**config.mk**
```make
export PLATFORM = sky130hd
export DESIGN_NAME = seg7_scan_display_flat
export DESIGN_NICKNAME = d
export VERILOG_FILES = /design/src/rtl/seg7_pkg.sv /design/src/rtl/seg7_scan_display_if.sv /design/src/rtl/seg7_hex_decode.sv /design/src/rtl/seg7_scan_display.sv /design/src/flat_wrapper.sv
export SDC_FILE = /design/constraint.sdc
export NUM_CORES = 1
export LEC_CHECK = 0
export CORE_MARGIN = 5
export CORE_UTILIZATION = 56
export CTS_CLUSTER_DIAMETER = 200
export DETAILED_ROUTE_END_ITERATION = 16
export PLACE_DENSITY = 0.8
export SYNTH_ARGS = -nofsm -noshare
export SYNTH_HDL_FRONTEND = slang
export SYNTH_SLANG_ARGS = --single-unit
export TNS_END_PERCENT = 5
```
**constraint.sdc**
```tcl
create_clock -name clk -period 4.5 [get_ports clk]
set_input_delay 0.9 -clock clk [delete_from_list [all_inputs] [get_ports clk]]
set_output_delay 0.9 -clock clk [all_outputs]
set_load 0.01 [all_outputs]
```
**src/rtl/seg7_pkg.sv**
```systemverilog
// rtl/seg7_pkg.sv - shared 7-segment constants: hex glyph table and dp bit position
package seg7_pkg;

  // Bit position of the decimal point within the 8-bit segment bus (bit0=a .. bit6=g).
  localparam int SEG_DP_BIT = 7;

  // Active-high glyphs for hex digits; element [n] is the pattern for nibble n.
  localparam logic [15:0][6:0] HEX7_TABLE = {
    7'h71, 7'h79, 7'h5E, 7'h39, 7'h7C, 7'h77, 7'h6F, 7'h7F,
    7'h07, 7'h7D, 7'h6D, 7'h66, 7'h4F, 7'h5B, 7'h06, 7'h3F
  };

  function automatic logic [6:0] hex7(input logic [3:0] nib);
    return HEX7_TABLE[nib];
  endfunction

endpackage

```
**src/rtl/seg7_scan_display_if.sv**
```systemverilog
// rtl/seg7_scan_display_if.sv - host-side and pin-side signal bundle of the scanned display
interface seg7_scan_display_if #(
  parameter int N_DIGITS = 4,
  parameter int BRIGHT_W = 3
);
  logic [4*N_DIGITS-1:0] data;
  logic [N_DIGITS-1:0]   dp_in;
  logic [N_DIGITS-1:0]   blink_mask;
  logic                  load;
  logic [N_DIGITS-1:0]   digit_en;
  logic                  lzs_en;
  logic [BRIGHT_W-1:0]   brightness;
  logic [N_DIGITS-1:0]   dig;
  logic [7:0]            seg;
  logic                  frame_done;

  // Status/register logic drives content and controls, observes the pins.
  modport master (
    output data, dp_in, blink_mask, load, digit_en, lzs_en, brightness,
    input  dig, seg, frame_done
  );

  // The display driver consumes content and controls, drives the pins.
  modport slave (
    input  data, dp_in, blink_mask, load, digit_en, lzs_en, brightness,
    output dig, seg, frame_done
  );
endinterface

```
**src/rtl/seg7_hex_decode.sv**
```systemverilog
// rtl/seg7_hex_decode.sv - combinational nibble to active-high 7-segment glyph
module seg7_hex_decode
  import seg7_pkg::*;
(
  input  logic [3:0] nibble_i,
  output logic [6:0] seg_o
);

  assign seg_o = hex7(nibble_i);

endmodule

```
**src/rtl/seg7_scan_display.sv**
```systemverilog
// rtl/seg7_scan_display.sv - multiplexed N-digit 7-segment scanner with shadowed content, LZS, blink and PWM
module seg7_scan_display
  import seg7_pkg::*;
#(
  parameter int N_DIGITS       = 4,
  parameter int SCAN_DIV_LOG2  = 15,
  parameter int BRIGHT_W       = 3,
  parameter int BLINK_LOG2     = 5,
  parameter int SEG_ACTIVE_LOW = 1,
  parameter int DIG_ACTIVE_LOW = 1
) (
  input  logic                clk,
  input  logic                rst_n,
  seg7_scan_display_if.slave  bus
);

  localparam int IDX_W = (N_DIGITS > 1) ? $clog2(N_DIGITS) : 1;
  localparam logic [IDX_W-1:0] LAST_IDX = IDX_W'(N_DIGITS - 1);
  localparam logic DIG_OFF = (DIG_ACTIVE_LOW != 0);
  localparam logic SEG_OFF = (SEG_ACTIVE_LOW != 0);
  localparam logic [N_DIGITS-1:0] DIG_IDLE = {N_DIGITS{DIG_OFF}};
  localparam logic [7:0] SEG_IDLE = {8{SEG_OFF}};

  // Scan position.
  logic [SCAN_DIV_LOG2-1:0] presc_q, presc_d;
  logic [IDX_W-1:0]         idx_q, idx_d;
  logic [BLINK_LOG2:0]      blink_cnt_q, blink_cnt_d;

  // Pending shadow (written by load) and active shadow (only changes at frame wrap).
  logic [N_DIGITS-1:0][3:0] pend_data_q, pend_data_d;
  logic [N_DIGITS-1:0]      pend_dp_q, pend_dp_d;
  logic [N_DIGITS-1:0]      pend_blink_q, pend_blink_d;
  logic                     pend_valid_q, pend_valid_d;
  logic [N_DIGITS-1:0][3:0] act_data_q, act_data_d;
  logic [N_DIGITS-1:0]      act_dp_q, act_dp_d;
  logic [N_DIGITS-1:0]      act_blink_q, act_blink_d;

  // Pin registers, already in pin polarity.
  logic [N_DIGITS-1:0] dig_q, dig_d;
  logic [7:0]          seg_q, seg_d;
  logic                frame_done_q;

  logic                slot_end;
  logic                frame_wrap;
  logic                blink_phase;
  logic [N_DIGITS-1:0] lzs_sup;
  logic                upper_zero;
  logic [BRIGHT_W-1:0] bright_bits;
  logic                pwm_on;
  logic                visible;
  logic                drive;
  logic [6:0]          glyph;
  logic [7:0]          seg_on;
  logic [N_DIGITS-1:0] onehot;

  assign slot_end    = &presc_q;
  assign frame_wrap  = slot_end && (idx_q == LAST_IDX);
  assign blink_phase = blink_cnt_q[BLINK_LOG2];
  assign bright_bits = presc_q[SCAN_DIV_LOG2-1 -: BRIGHT_W];

  // Free-running prescaler; digit index steps at slot end, blink counter steps per frame.
  always_comb begin
    presc_d     = presc_q + 1'b1;
    idx_d       = idx_q;
    blink_cnt_d = blink_cnt_q;
    if (slot_end) begin
      idx_d = frame_wrap ? '0 : idx_q + 1'b1;
    end
    if (frame_wrap) begin
      blink_cnt_d = blink_cnt_q + 1'b1;
    end
  end

  // Shadow transfer: pending moves to active on the wrap; a same-cycle load refills pending afterwards.
  always_comb begin
    pend_data_d  = pend_data_q;
    pend_dp_d    = pend_dp_q;
    pend_blink_d = pend_blink_q;
    pend_valid_d = pend_valid_q;
    act_data_d   = act_data_q;
    act_dp_d     = act_dp_q;
    act_blink_d  = act_blink_q;
    if (frame_wrap && pend_valid_q) begin
      act_data_d   = pend_data_q;
      act_dp_d     = pend_dp_q;
      act_blink_d  = pend_blink_q;
      pend_valid_d = 1'b0;
    end
    if (bus.load) begin
      pend_data_d  = bus.data;
      pend_dp_d    = bus.dp_in;
      pend_blink_d = bus.blink_mask;
      pend_valid_d = 1'b1;
    end
  end

  // Leading-zero suppression: digit i is blank when it and every digit above it hold zero.
  always_comb begin
    lzs_sup    = '0;
    upper_zero = 1'b1;
    for (int i = N_DIGITS - 1; i >= 1; i--) begin
      upper_zero = upper_zero && (act_data_q[i] == 4'h0);
      lzs_sup[i] = upper_zero;
    end
  end

  seg7_hex_decode u_decode (
    .nibble_i (act_data_q[idx_q]),
    .seg_o    (glyph)
  );

  // Pin values for the current slot position, with guard cycle, PWM and polarity folded in.
  always_comb begin
    pwm_on  = (presc_q != '0) && ((bus.brightness == '1) || (bright_bits < bus.brightness));
    visible = bus.digit_en[idx_q]
              && !(bus.lzs_en && lzs_sup[idx_q])
              && !(act_blink_q[idx_q] && blink_phase);
    drive   = visible && pwm_on;
    onehot  = '0;
    for (int i = 0; i < N_DIGITS; i++) begin
      onehot[i] = (idx_q == IDX_W'(i));
    end
    seg_on             = {1'b0, glyph};
    seg_on[SEG_DP_BIT] = act_dp_q[idx_q];
    dig_d = drive ? (onehot ^ DIG_IDLE) : DIG_IDLE;
    seg_d = drive ? (seg_on ^ SEG_IDLE) : SEG_IDLE;
  end

  // State and pin registers; reset blanks the pins and drops anything pending.
  always_ff @(posedge clk or negedge rst_n) begin
    if (!rst_n) begin
      presc_q      <= '0;
      idx_q        <= '0;
      blink_cnt_q  <= '0;
      pend_data_q  <= '0;
      pend_dp_q    <= '0;
      pend_blink_q <= '0;
      pend_valid_q <= 1'b0;
      act_data_q   <= '0;
      act_dp_q     <= '0;
      act_blink_q  <= '0;
      dig_q        <= DIG_IDLE;
      seg_q        <= SEG_IDLE;
      frame_done_q <= 1'b0;
    end else begin
      presc_q      <= presc_d;
      idx_q        <= idx_d;
      blink_cnt_q  <= blink_cnt_d;
      pend_data_q  <= pend_data_d;
      pend_dp_q    <= pend_dp_d;
      pend_blink_q <= pend_blink_d;
      pend_valid_q <= pend_valid_d;
      act_data_q   <= act_data_d;
      act_dp_q     <= act_dp_d;
      act_blink_q  <= act_blink_d;
      dig_q        <= dig_d;
      seg_q        <= seg_d;
      frame_done_q <= frame_wrap;
    end
  end

  assign bus.dig        = dig_q;
  assign bus.seg        = seg_q;
  assign bus.frame_done = frame_done_q;

endmodule

```
**src/flat_wrapper.sv**
```systemverilog
// flat-port wrapper written by rule: the top's interface ports become plain ports
module seg7_scan_display_flat import seg7_pkg::*;
#(
  parameter int N_DIGITS       = 4,
  parameter int SCAN_DIV_LOG2  = 15,
  parameter int BRIGHT_W       = 3,
  parameter int BLINK_LOG2     = 5,
  parameter int SEG_ACTIVE_LOW = 1,
  parameter int DIG_ACTIVE_LOW = 1
)
  (clk, rst_n, bus_data, bus_dp_in, bus_blink_mask, bus_load, bus_digit_en, bus_lzs_en, bus_brightness, bus_dig, bus_seg, bus_frame_done);
  seg7_scan_display_if #(.N_DIGITS(N_DIGITS), .BRIGHT_W(BRIGHT_W)) bus_i ();
  input  logic clk;
  input  logic rst_n;
  input wire logic [$bits(bus_i.data)-1:0] bus_data;
  input wire logic [$bits(bus_i.dp_in)-1:0] bus_dp_in;
  input wire logic [$bits(bus_i.blink_mask)-1:0] bus_blink_mask;
  input wire logic [$bits(bus_i.load)-1:0] bus_load;
  input wire logic [$bits(bus_i.digit_en)-1:0] bus_digit_en;
  input wire logic [$bits(bus_i.lzs_en)-1:0] bus_lzs_en;
  input wire logic [$bits(bus_i.brightness)-1:0] bus_brightness;
  output wire logic [$bits(bus_i.dig)-1:0] bus_dig;
  output wire logic [$bits(bus_i.seg)-1:0] bus_seg;
  output wire logic [$bits(bus_i.frame_done)-1:0] bus_frame_done;
  assign bus_i.data = bus_data;
  assign bus_i.dp_in = bus_dp_in;
  assign bus_i.blink_mask = bus_blink_mask;
  assign bus_i.load = bus_load;
  assign bus_i.digit_en = bus_digit_en;
  assign bus_i.lzs_en = bus_lzs_en;
  assign bus_i.brightness = bus_brightness;
  assign bus_dig = bus_i.dig;
  assign bus_seg = bus_i.seg;
  assign bus_frame_done = bus_i.frame_done;
  seg7_scan_display #(.N_DIGITS(N_DIGITS), .SCAN_DIV_LOG2(SCAN_DIV_LOG2), .BRIGHT_W(BRIGHT_W), .BLINK_LOG2(BLINK_LOG2), .SEG_ACTIVE_LOW(SEG_ACTIVE_LOW), .DIG_ACTIVE_LOW(DIG_ACTIVE_LOW)) u_core (.clk(clk), .rst_n(rst_n), .bus(bus_i));
endmodule
```
==> results.py <==
metrics = {
    "yosys": {
        "synth_ff_type": "dfrtp_1",
        "post-synth-top-area-fraction_pct": 46.0,
        "synth_cell_type_count": 42,
        "syn_area_per_cell_um2": 14.0,
        "yosys-top-cells-count": "dfrtp_1, mux2_2, mux2_4",
        "ys_ff_latch": 85,
        "synth_largest_area_cell": "dfrtp_1",
        "synthArstFlopShare_pct": 100,
        "synth_edf_count": 0,
        "synth_area_um2": 3970,
        "synth.most_common_cell": "dfrtp_1",
        "yosysSeqAreaShare_pct": 53.9,
        "syn-num-nets": 333,
        "synth_cells": 284,
        "yosysWarnings": 0,
        "synthTopCellsByArea": "dfrtp_1, mux2_2, dfstp_2",
    },
    "die": {
        "core.rowCount": 30,
        "die_h_um": 94.2,
        "pin_count": 48,
        "fp.dieW_um": 94.2,
        "coreArea_um2": 6830,
        "die_area_um2": 8880,
        "initial_core_util_pct": 58.2,
    },
    "clock_network": {
        "cts_tree": "built",
        "cts-hold-fix-buffers": 0,
        "cts.path.max_buffers": 2,
        "clk_pin_slew_ps": 90,
        "clock_sinks": 85,
        "cts_buffers": 9,
        "cts_resized": 0,
        "post_cts.repair.setup_buffers": 0,
        "clock_latency_ps": 350,
        "cts-root-buf": "clkbuf_8",
        "htree_num_levels": 3,
    },
    "drt": {
        "routedWlPerCell_um": 15.7,
        "drtAntennaViolNets": 0,
        "via_per_inst": 5.42,
        "drtIter0Drc": 121,
        "dr.pass1.iters": 4,
        "drc": 0,
        "vias": 2345,
        "finalWirelength_um": 6800,
    },
    "layout": {
        "finalNetCount": 381,
        "filler_cell_count": 482,
        "final_util_pct": 69.2,
        "n_antenna_cell": 0,
        "multi_input_area_um2": 1700,
        "regArea_um2": 2140,
        "drive_above_1_share_pct": 27.9,
        "syn_to_final_growth_pct": 18.9,
        "final_cell_area_um2": 4720,
    },
    "min_path": {
        "hold_path.class": "register to register",
        "hold-path-endpoint": "u_core.blink_cnt_q[5]",
        "worstHoldPathCells": 1,
        "min_from": "u_core.blink_cnt_q[5]",
    },
    "setup_path": {
        "crit_type": "input pin to register",
        "timing.reg2reg.setup_slack_ps": 2180,
        "reg2reg_from": "u_core.idx_q[0]",
        "end_kind": "register",
        "path_delay_family": "buffers and inverters",
        "crit_chain": "clkdlybuf4s50_1, inv_1, ha_1, a21o_1, a21o_1, a221oi_1, buf_4, o311ai_0",
        "critPathMostFrequentCell": "a21o_1",
        "cp_data_arrival_time_ps": 2650,
        "cp_max_fo": 12,
        "cp.required_ps": 4740,
        "r2r_cells": 5,
        "cp_num_buf_inv": 3,
        "max_stage_delay_ps": 480,
        "critPathSlowestCell": "clkdlybuf4s50_1",
        "crit_path_start_kind": "input pin",
        "timing.rr.end": "u_core.bus.seg[0]",
    },
    "pwr": {
        "leakage_nw": 2.18,
        "power.total_mw": 1.55,
        "peakVddDrop_mv": 0.277,
        "power.density_nw_per_um2": 328,
    },
    "status": {
        "status": "completed",
    },
    "sta": {
        "hold_viol": 0,
        "grt_setup_unrepaired": "false",
        "worst_slew_pin_slew_ps": 1100,
        "period_needed_ps": 2410,
        "setup_viol": 0,
        "slew_viol_final": 0,
        "tns_ps": 0,
        "finalCritPeriodShare_pct": 53.6,
        "relSlewSlack_pct": 26.6,
        "fmax_mhz": 414,
        "fin_worst_skew_ps": 13.2,
        "fin_ws_ps": 2090,
    },
    "global_route": {
        "grt.total_usage_pct": 17.5,
        "grt_pass1_wl_um": 11900,
        "grt_overflow": 0,
        "antenna_found_initial": 0,
        "grt_max_degree": 86,
        "grt_pass1_vias": 2463,
    },
    "place": {
        "routabilityCongestion": 0.797,
        "pre_cts_slack_ps": 1710,
        "io_buffers": 47,
        "dp_hpwl_um": 4810,
        "dpl_cell_area_um2": 4480,
    },
    "job": {
        "maxCapViolCount": 0,
    },
}
==> final cells by class <==
cell class                      instances  share of cell area, %
Clock buffer                           11                   2.99
Clock inverter                          5                   2.25
Inverter                               10                  0.794
Multi-Input combinational cell        178                   36.0
Sequential cell                        85                   45.3
Tap cell                               96                   2.54
Timing Repair Buffer                   48                   10.1
==> registers in the layout (all words and copies together), names as in the netlist <==
register and flops:
u_core.act_data_q 16, u_core.pend_data_q 16, u_core.presc_q 15, u_core.bus.seg 8
u_core.blink_cnt_q 6, u_core.act_blink_q 4, u_core.act_dp_q 4, u_core.bus.dig 4
u_core.pend_blink_q 4, u_core.pend_dp_q 4, u_core.idx_q 2, u_core.bus.frame_done 1
u_core.pend_valid_q 1
==> where the power goes <==
part	internal (mW)	switching [mW]	total (mW)	leakage (nW)
Clock	0.386	0.270	0.656	0.120
Combinational	0.0561	0.0345	0.0906	0.991
Sequential	0.792	0.0128	0.805	1.07
==> per-stage QoR <==
stage	std cells	hold slack, ps
floorplan	284	445
global placement	417	461
detailed placement	417	472
CTS	433	488
global route	433	508
finish	433	488
==> placed cells by master, fill, tap and decap left out, drive strengths merged, types with 11 or more instances in the layout <==
cell type,Yosys,final
inv,10,11
xnor2,12,12
mux2,50,50
ha,14,14
nand2,12,12
dfrtp,73,73
nand3,19,19
dfstp,12,12
clkbuf,5,11
clkdlybuf4s50,0,46
==> worst reg2reg max path, delay by kind of cell, from the launching register on <==
family / cells / cell delay [ps]
AOI/OAI and AO/OA: 1 / 360
adders and majority gates: 1 / 220
buffers and inverters: 1 / 130
DFF: 1 / 760
muxes: 1 / 670
and+or+nand+nor: 1 / 70
==> cell families after synthesis <==
family                     synth area share [%]
AOI/OAI and AO/OA                          2.90
DFF                                        53.9
adders and majority gates                  4.41
and+or+nand+nor                            10.1
buffers and inverters                      3.24
muxes                                      20.6
xor gates and xnor gates                   4.85
==> metal layers <==
layer  wire length (um)  up-vias  global-route usage (%)
li1                   -     1113                       -
met1               3090     1178                    23.1
met2               3250       45                    27.5
met3                347        9                    5.45
met4                113        0                    5.78
met5                  0        -                       0
==> how the worst max path moves through the flow <==
stage	endpoint	from	cells past startpoint	slack, ps
5_1_grt	u_core.bus.seg[0]	u_core.idx_q[0]	5	1970
6_report	u_core.bus.seg[0]	bus_brightness[1]	8	2090
2_1_floorplan	u_core.bus.seg[1]	bus_brightness[1]	7	2280
4_1_cts	u_core.bus.seg[0]	bus_brightness[1]	8	2090
3_5_place_dp	u_core.bus.seg[0]	bus_brightness[1]	8	1710
3_3_place_gp	u_core.bus.seg[0]	bus_brightness[1]	8	1760
Power figures use the tool's default switching activity.
